===== src/rtl/cnt_sched.sv =====
// cnt_sched: two compare channels scheduled against an external free-running counter, MMIO-controlled.
// Define CNT_SCHED_OVF_IRQ_EN to enable the sticky counter-overflow status bit and its interrupt.
module cnt_sched (
  input  logic        clk,
  input  logic        Rst,
  input  logic        cs,
  input  logic        we,
  input  logic [2:0]  addr,
  input  logic [31:0] wdata,
  output logic [31:0] rdata,
  input  logic [31:0] cnt_dout,
  input  logic        cnt_ovflw,
  output logic        cnt_zero,
  output logic        irq,
  input  logic        irq_ack
);

  localparam logic [1:0] ST_IDLE  = 2'd0;
  localparam logic [1:0] ST_ARMED = 2'd1;
  localparam logic [1:0] ST_FIRED = 2'd2;
  localparam logic [1:0] ST_DONE  = 2'd3;

  localparam logic [2:0] A_CTRL   = 3'd0;
  localparam logic [2:0] A_CMP0   = 3'd1;
  localparam logic [2:0] A_CMP1   = 3'd2;
  localparam logic [2:0] A_STATUS = 3'd3;
  localparam logic [2:0] A_CNT    = 3'd4;

`ifdef CNT_SCHED_OVF_IRQ_EN
  localparam logic OVF_EN = 1'b1;
`else
  localparam logic OVF_EN = 1'b0;
`endif

  // CLR (bit 1) is never stored, so it always reads back as 0
  localparam logic [6:0] CTRL_MASK = {OVF_EN, 6'b111101};
  localparam logic [2:0] STAT_MASK = {OVF_EN, 2'b11};

  // Acknowledge services the highest-priority pending source only: CH0, CH1, then OVF
  function automatic logic [2:0] ack_pick(input logic [2:0] pend);
    logic [2:0] sel;
    if (pend[0]) begin
      sel = 3'b001;
    end else if (pend[1]) begin
      sel = 3'b010;
    end else if (pend[2]) begin
      sel = 3'b100;
    end else begin
      sel = 3'b000;
    end
    return sel;
  endfunction

  logic [6:0]        ctrl_r;
  logic [1:0][31:0]  cmp_r;
  logic [1:0][31:0]  tgt_r;
  logic [1:0][1:0]   st_r;
  logic [2:0]        status_r;
  logic              ovf_d_r;
  logic [31:0]       rdata_r;
  logic              cnt_zero_r;
  logic              irq_r;

  logic              rd_s;
  logic              wr_ctrl_s;
  logic              wr_stat_s;
  logic [1:0]        wr_cmp_s;
  logic              clr_s;
  logic [6:0]        ctrl_nx_s;
  logic [31:0]       base_s;
  logic [1:0][31:0]  cmp_nx_s;
  logic [1:0][31:0]  tgt_nx_s;
  logic [1:0][1:0]   st_nx_s;
  logic [1:0]        fire_s;
  logic [2:0]        set_s;
  logic [2:0]        clr_bits_s;
  logic [2:0]        status_nx_s;
  logic              irq_nx_s;
  logic [31:0]       rd_val_s;

  assign rd_s        = cs & ~we;
  assign wr_ctrl_s   = cs & we & (addr == A_CTRL);
  assign wr_stat_s   = cs & we & (addr == A_STATUS);
  assign wr_cmp_s[0] = cs & we & (addr == A_CMP0);
  assign wr_cmp_s[1] = cs & we & (addr == A_CMP1);
  assign clr_s       = wr_ctrl_s & wdata[1];
  // Decisions see the value being written this cycle, so arming lines up with the write's cnt_dout
  assign ctrl_nx_s   = wr_ctrl_s ? (wdata[6:0] & CTRL_MASK) : ctrl_r;
  // A clear restarts the counter from 0, so targets become relative to zero
  assign base_s      = clr_s ? 32'd0 : cnt_dout;

  // Per-channel compare FSM and target update
  always_comb begin
    st_nx_s  = st_r;
    tgt_nx_s = tgt_r;
    cmp_nx_s = cmp_r;
    fire_s   = 2'b00;
    for (int i = 0; i < 2; i++) begin
      cmp_nx_s[i] = wr_cmp_s[i] ? wdata : cmp_r[i];
      if (!(ctrl_nx_s[0] && ctrl_nx_s[2+i]) || (cmp_nx_s[i] == 32'd0)) begin
        st_nx_s[i] = ST_IDLE;
      end else if ((st_r[i] == ST_IDLE) || clr_s || wr_cmp_s[i]) begin
        st_nx_s[i]  = ST_ARMED;
        tgt_nx_s[i] = base_s + cmp_nx_s[i];
      end else begin
        case (st_r[i])
          ST_ARMED: begin
            if (cnt_dout == tgt_r[i]) begin
              st_nx_s[i] = ST_FIRED;
              fire_s[i]  = 1'b1;
            end else begin
              st_nx_s[i] = ST_ARMED;
            end
          end
          ST_FIRED: begin
            if (ctrl_nx_s[4+i]) begin
              st_nx_s[i]  = ST_ARMED;
              tgt_nx_s[i] = tgt_r[i] + cmp_r[i];
            end else begin
              st_nx_s[i] = ST_DONE;
            end
          end
          ST_DONE: st_nx_s[i] = ST_DONE;
          default: st_nx_s[i] = ST_IDLE;
        endcase
      end
    end
  end

  // Pending bits: set has priority over W1C and acknowledge in the same cycle
  always_comb begin
    set_s[1:0] = fire_s;
    set_s[2]   = OVF_EN & cnt_ovflw & ~ovf_d_r;
    if (wr_stat_s) begin
      clr_bits_s = wdata[2:0] & STAT_MASK;
    end else begin
      clr_bits_s = 3'b000;
    end
    if (irq_ack) begin
      clr_bits_s = clr_bits_s | ack_pick(status_r);
    end else begin
      clr_bits_s = clr_bits_s;
    end
    status_nx_s = ((status_r & ~clr_bits_s) | set_s) & STAT_MASK;
    irq_nx_s    = status_r[0] | status_r[1] | (status_r[2] & ctrl_r[6]);
  end

  // MMIO read data selection
  always_comb begin
    case (addr)
      A_CTRL:   rd_val_s = {25'd0, ctrl_r};
      A_CMP0:   rd_val_s = cmp_r[0];
      A_CMP1:   rd_val_s = cmp_r[1];
      A_STATUS: rd_val_s = {29'd0, status_r};
      A_CNT:    rd_val_s = cnt_dout;
      default:  rd_val_s = 32'd0;
    endcase
  end

  // State and output registers
  always_ff @(posedge clk or negedge Rst) begin
    if (!Rst) begin
      ctrl_r     <= 7'd0;
      cmp_r      <= '0;
      tgt_r      <= '0;
      st_r       <= {ST_IDLE, ST_IDLE};
      status_r   <= 3'd0;
      ovf_d_r    <= 1'b0;
      rdata_r    <= 32'd0;
      cnt_zero_r <= 1'b0;
      irq_r      <= 1'b0;
    end else begin
      ctrl_r     <= ctrl_nx_s;
      cmp_r      <= cmp_nx_s;
      tgt_r      <= tgt_nx_s;
      st_r       <= st_nx_s;
      status_r   <= status_nx_s;
      ovf_d_r    <= cnt_ovflw;
      cnt_zero_r <= clr_s;
      irq_r      <= irq_nx_s;
      if (rd_s) begin
        rdata_r <= rd_val_s;
      end else begin
        rdata_r <= rdata_r;
      end
    end
  end

  assign rdata    = rdata_r;
  assign cnt_zero = cnt_zero_r;
  assign irq      = irq_r;

endmodule


===== config.mk =====
export PLATFORM = sky130hd
export DESIGN_NAME = cnt_sched
export DESIGN_NICKNAME = d
export VERILOG_FILES = /design/src/rtl/cnt_sched.sv
export SDC_FILE = /design/constraint.sdc
export NUM_CORES = 1
export LEC_CHECK = 0
export BUFFER_PORTS_ARGS = -buffer_cell sky130_fd_sc_hd__buf_2
export CAP_MARGIN = 10
export CORE_MARGIN = 10
export CORE_UTILIZATION = 50
export CTS_BUF_LIST = sky130_fd_sc_hd__clkbuf_4 sky130_fd_sc_hd__clkbuf_8
export DETAILED_ROUTE_END_ITERATION = 16
export HOLD_SLACK_MARGIN = 0.1
export PLACE_DENSITY = 0.66
export SYNTH_ARGS = -nofsm -noshare
export SYNTH_HDL_FRONTEND = slang
export SYNTH_SLANG_ARGS = --single-unit

===== constraint.sdc =====
create_clock -name clk -period 3.25 [get_ports clk]
set_input_delay 0.1625 -clock clk [delete_from_list [all_inputs] [get_ports clk]]
set_output_delay 0.1625 -clock clk [all_outputs]
set_load 0.03 [all_outputs]

== Word-level counts from Yosys, hierarchy flattened ==
Index checks and enable logic that the tools add are counted.

* Input bits: 73
* Logic and storage cells: 97
* Register bits after elaboration: 173

* Bitwise operators: 15
* Eq/ne operators: 12
* Muxes and demuxes: 34
* Reduce and logical (&&, ||, !) cells: 21
* Add/subtract/negate cells: 4

{| class="wikitable"
|+ Operators with widths
! operator !! number
|-
| 2-to-1 mux 32 bit || 9
|-
| one-hot mux 32 bit (5 select lines) || 1
|-
| adder 32 bit || 4
|-
| equality test 32 bit || 2
|-
| zero test 32 bit || 2
|-
| 2-to-1 mux 2 bit || 13
|-
| one-hot mux 2 bit (3 select lines) || 2
|-
| equality test 2 bit (second input constant) || 4
|-
| 2-to-1 mux 1 bit || 8
|-
| nonzero test 2 bit || 4
|-
| bitwise AND 1 bit || 7
|-
| equality test 3 x 2 -> 1 bit (second input constant) || 2
|-
| logical OR 1 bit || 6
|-
| 2-to-1 mux 6 bit || 1
|-
| AND reduction 3 bit || 2
|-
| equality test 2 x 1 -> 1 bit (second input constant) || 2
|-
| zero test 2 bit || 2
|-
| bitwise OR 2 bit || 2
|-
| equality test 3 x 1 -> 1 bit (second input constant) || 1
|-
| equality test 3 bit (second input constant) || 1
|-
| zero test 3 bit || 1
|-
| NOT 1 bit || 3
|-
| bitwise AND 2 bit || 1
|-
| logical AND 1 bit || 2
|-
| other kinds (3) || 4
|}

== Longest topological paths before layout ==
* Depth after elaboration: 8
* Gate-level depth with buffers: 23

== Worst setup path after synthesis ==
Ideal clock, no wire load.

* Path type: input to register
* Start: in wdata[1]
* End: reg tgt_r[62] (netlist bit)
* Arrival time: 4.559 ns
* Cell stages on the path: 22
* Path slack: -1.454 ns
* Setup time: 0.145 ns
* Buffers on the path: 7
* Cells stage by stage: buf_2 nor3b_4 nand2_2 buf_4 buf_4 buf_2 clkbuf_1 clkbuf_1 clkbuf_1 and2_1 ha_1 ha_1 nor4_1 o221a_2 o21ai_1 a41oi_1 o32a_1 a211oi_2 o21ai_2 mux2i_1 and3_1 a311oi_1

* Longest elaborated chain between the ends: 5
* Elaborated cells between the ends (all ways): 13
* Classes of those cells: add/sub (1); mux (3); bitwise (2); reduce/logical (7)

{| class="wikitable"
|+ RTL lines
! what !! RTL line !! RTL
|-
| start: declaration || 9 || <nowiki>input logic [31:0] wdata,</nowiki>
|-
| parallel branches: the longest is 5 deep, another holds adder 32 bit || -- ||
|-
| end signal: assignment || 175 || <nowiki>tgt_r <= tgt_nx_s;</nowiki>
|-
| end: declaration || 56 || <nowiki>logic [1:0][31:0] tgt_r;</nowiki>
|}

Parallel ways; which one is timed is not known.
A chain may end at the register's enable or synchronous reset.

== Worst setup path after layout ==
* Start: reg cmp_r[33] (netlist bit)
* End: reg tgt_r[62] (netlist bit)

* Longest elaborated chain between the ends: 5
* Elaborated cells between the ends (all ways): 10
* Classes of those cells: add/sub (2); mux (4); bitwise (1); reduce/logical (3)

{| class="wikitable"
|+ RTL lines
! what !! RTL line !! RTL
|-
| start: declaration || 55 || <nowiki>logic [1:0][31:0] cmp_r;</nowiki>
|-
| start signal: assignment || 174 || <nowiki>cmp_r <= cmp_nx_s;</nowiki>
|-
| parallel branches: the longest is 5 deep, another holds adder 32 bit || -- ||
|}

Parallel ways; which one is timed is not known. The select of a mux whose other input is x is not followed.

==> out/results.tsv <==
stage	metric	value	unit
power_and_ir_drop	leakagePower	10.3	nW
logic_synthesis	synth_nets	2371	
logic_synthesis	synth_cell_types	96	
floorplan	num_rows	67	
global_route	antenna_found_initial	1	
drt	routed_via_density	6.21	
timing	drv_slew	0	
floorplan	die_x	204	um
timing	rsz0062_at_grt	true	
floorplan	die_height	204	um
cts	numCtsBuffers	17	
layout	area_delta_synth_final	31.7	%
timing	finalSetupViolCount	5	
global_route	grt_pass1_wl	112	mm
logic_synthesis	synthCells	2216	
global_route	grt_pass1_vias	18319	
cts	cts-root-buf	clkbuf_8	
drt	wirelength	75.4	mm
placed_design	numPortBuffers	105	
cts	cts_max_path_buffers	2	
timing	clock_skew	0.0183	ns
floorplan	fp.coreArea	33500	um2
layout	nNetsFinal	2852	
setup_path	crit_chain	buf_6 > nand2_4 > nor3_2 > or3_4 > a31oi_4 > ha_4 > nor4_4 > o221a_2 > o21ai_4 > a41oi_4 > o32a_1 > a211oi_2 > o21ai_2 > mux2i_1 > and3_1 > a311oi_1	
setup_path	crit_path_max_fanout	2	
timing	tns	-0.847	ns
logic_synthesis	avgSynthCellArea	7.65	um2
cts	cts_tree	built	
setup_path	cp_slowest_stage_delay	0.41	ns
floorplan	start_util	0.506	
cts	clk_pin_slew	0.11	ns
timing	clock.fmax	290	MHz
job	maxCapViolations	0	
global_route	grt_overflow_total	0	
logic_synthesis	ys_async_sr_fraction	1.00	
setup_path	slowest_stage	dfrtp_1	
global_route	grt_max_degree	86	
logic_synthesis	synth_ff_type	dfrtp_1	
setup_path	startpoint_type	flip-flop	
placed_design	place_ws	-0.314	ns
drt	num_vias	19616	
global_route	track_usage	0.350	
drt	drtAntennaViolNets	0	
cts	htree_num_levels	4	
layout	layout-drive-gt1-share	0.282	
timing	tightest_slew	1.06	ns
logic_synthesis	ys_ff_latch	173	
hold_path	hold_class	primary input to flip-flop	
floorplan	dieArea	41700	um2
power_and_ir_drop	ir_worst_vdd	0.000530	V
run_status	violations	setup timing	
timing	finalCriticalPeriod	3.45	ns
drt	drt_pre_antenna_iters	7	
cts	cts.sinks	173	
drt	drt_iter0_drc	2488	
drt	detail_route.wl_per_cell	23.9	um
timing	hold_viol_final	0	
timing	finalWorstSetupSlack	-0.203	ns
floorplan	ios	107	
placed_design	dp.final_hpwl	60.5	mm
logic_synthesis	ys_seq_area_frac	0.255	
logic_synthesis	synth_edf_count	0	
setup_path	worst_ep_required_time	3.69	ns
cts	clock_latency	0.54	ns
power_and_ir_drop	power	15.4	mW
timing	fin_hold_ws	0.127	ns
timing	slew_headroom	0.295	
setup_path	end_kind	flip-flop	
setup_path	critPathKind	flip-flop to flip-flop	
setup_path	arrival	3.89	ns
power_and_ir_drop	p_per_area	691	nW/um2
drt	drc	0	
logic_synthesis	synth_area	17000	um2
run_status	outcome	finished with violations	
timing	fin_crit_sh	1.06	
logic_synthesis	yosys_warnings	0	
placed_design	gp_congestion	0.999	
[synthesized netlist by cell type, drive strengths merged (7+ instances only)]
cell / instances / area share
a211o: 10 / 0.0052
a211oi: 21 / 0.0096
a21o: 46 / 0.020
a21oi: 196 / 0.058
a22oi: 42 / 0.019
a311oi: 7 / 0.0036
a31oi: 42 / 0.016
a41oi: 12 / 0.0062
and2: 37 / 0.014
and3: 19 / 0.0070
buf: 34 / 0.012
clkbuf: 84 / 0.019
dfrtp: 173 / 0.26
ha: 80 / 0.059
inv: 69 / 0.015
maj3: 15 / 0.0090
mux2: 14 / 0.0093
mux2i: 30 / 0.020
nand2: 248 / 0.056
nand2b: 26 / 0.0096
nand3: 68 / 0.020
nand4: 29 / 0.011
nor2: 206 / 0.046
nor2b: 27 / 0.010
nor3: 54 / 0.016
nor4: 33 / 0.012
o211ai: 18 / 0.0080
o21a: 25 / 0.011
o21ai: 178 / 0.054
o21bai: 7 / 0.0031
o22ai: 9 / 0.0033
o31ai: 25 / 0.012
or2: 8 / 0.0030
or3: 12 / 0.0044
or4: 10 / 0.0044
xnor2: 131 / 0.068
xor2: 72 / 0.037
[cell families after synthesis]
group | after synthesis | synth area share
mux | 45 | 0.0302
simple gates | 802 | 0.226
fa+ha+maj | 97 | 0.0704
xor+xnor | 203 | 0.105
buf+inv | 188 | 0.0458
flops | 173 | 0.255
compound gates | 708 | 0.268
[cell type report]
cell class | count | area (um2)
clock buffers | 20 | 269
multi-input cells | 1855 | 12500
diodes | 1 | 2.50
well taps | 448 | 561
inverters | 70 | 263
repair buffers | 580 | 4270
fillers | 2976 | 11200
clock inverters | 12 | 110
flip-flops and latches | 173 | 4330
[per-stage QoR]
stage               area (um2)   util  instances
floorplan                17300      -       2216
global placement         21100  0.629       3076
detailed placement       21100  0.629       3076
CTS                      21900  0.653       3145
global route             22300  0.666       3159
finish                   22300  0.666       3159
[worst max-delay path: cells and delay by family, from the launching register on]
| family | cells | cell delay [ns] |
|---|---|---|
| buf+inv | 1 | 0.13 |
| mux | 1 | 0.12 |
| compound gates | 8 | 1.82 |
| flops | 1 | 0.41 |
| simple gates | 5 | 0.72 |
| fa+ha+maj | 1 | 0.17 |
[routing by layer]
metal | global-route usage | wire length, um
met3 | 0.0563 | 6720
met1 | 0.487 | 32600
met5 | 0 | 0
met2 | 0.523 | 32600
met4 | 0.156 | 3450
[state kept, by name (all words and copies together), names as in the netlist, named ones only]
register  count
st_r          4
cmp_r        60
rdata        32
tgt_r        64
cnt_zero      1
status_r      2
irq           1
ctrl_r        5
[timing repair]
item                       4_1_cts  5_1_grt
gates resized for setup         24       74
pin swaps                       11       65
hold buffers                    20        0
setup endpoints to repair       13       25
buffers inserted                17       21
hold endpoints to repair       111        0
[power by group]
| group | leakage, nW | total [mW] | internal (mW) | switching [mW] |
|---|---|---|---|---|
| Sequential | 2.16 | 3.49 | 2.75 | 0.736 |
| Clock | 0.197 | 1.60 | 0.661 | 0.938 |
| Combinational | 7.91 | 10.3 | 4.72 | 5.62 |
[placed cells by master (no fill, tap or decap), types with 8 or more instances in the layout]
| master | Yosys | final |
|---|---|---|
| buf_4 | 6 | 443 |
| nand2_1 | 245 | 241 |
| nor2_1 | 204 | 200 |
| a21oi_1 | 196 | 179 |
| dfrtp_1 | 173 | 172 |
| xnor2_1 | 131 | 131 |
| o21ai_0 | 157 | 129 |
| buf_2 | 14 | 104 |
| xor2_1 | 72 | 72 |
| ha_1 | 80 | 70 |
| nand3_1 | 68 | 61 |
| inv_1 | 62 | 59 |
| nor3_1 | 54 | 50 |
| a21o_1 | 46 | 46 |
| a22oi_1 | 42 | 40 |
| a31oi_1 | 41 | 36 |
| and2_1 | 36 | 33 |
| o21ai_1 | 17 | 32 |
| nor4_1 | 33 | 31 |
| nand4_1 | 29 | 29 |
| nand2b_1 | 26 | 24 |
| nor2b_1 | 27 | 24 |
| o21a_1 | 25 | 24 |
| mux2i_1 | 24 | 23 |
| clkbuf_8 | 0 | 20 |
| dlygate4sd3_1 | 0 | 20 |
| and3_1 | 19 | 19 |
| o211ai_1 | 18 | 18 |
| a211oi_1 | 20 | 17 |
| o31ai_1 | 22 | 15 |
| a21oi_2 | 0 | 15 |
| mux2_2 | 14 | 14 |
| o21ai_2 | 3 | 13 |
| maj3_1 | 13 | 13 |
| or3_1 | 12 | 11 |
| inv_2 | 7 | 10 |
| or4_1 | 10 | 10 |
| a211o_1 | 9 | 9 |
| a41oi_1 | 12 | 8 |
| buf_12 | 0 | 8 |
[final timing paths]
kind / start / endpoint / slack, ns / cells past startpoint
worst max-delay path: cmp_r[33] / tgt_r[62] / -0.20 / 16
worst min-delay path: wdata[11] / cmp_r[11] / 0.13 / 3
worst max register to register: cmp_r[33] / tgt_r[62] / -0.20 / 16
worst min register to register: rdata[13] / rdata[13] / 0.48 / 2
max in group asynchronous: Rst / cmp_r[40] / 2.13 / 3
min in group asynchronous: Rst / rdata[19] / 0.29 / 2
Power figures use the tool's default switching activity.
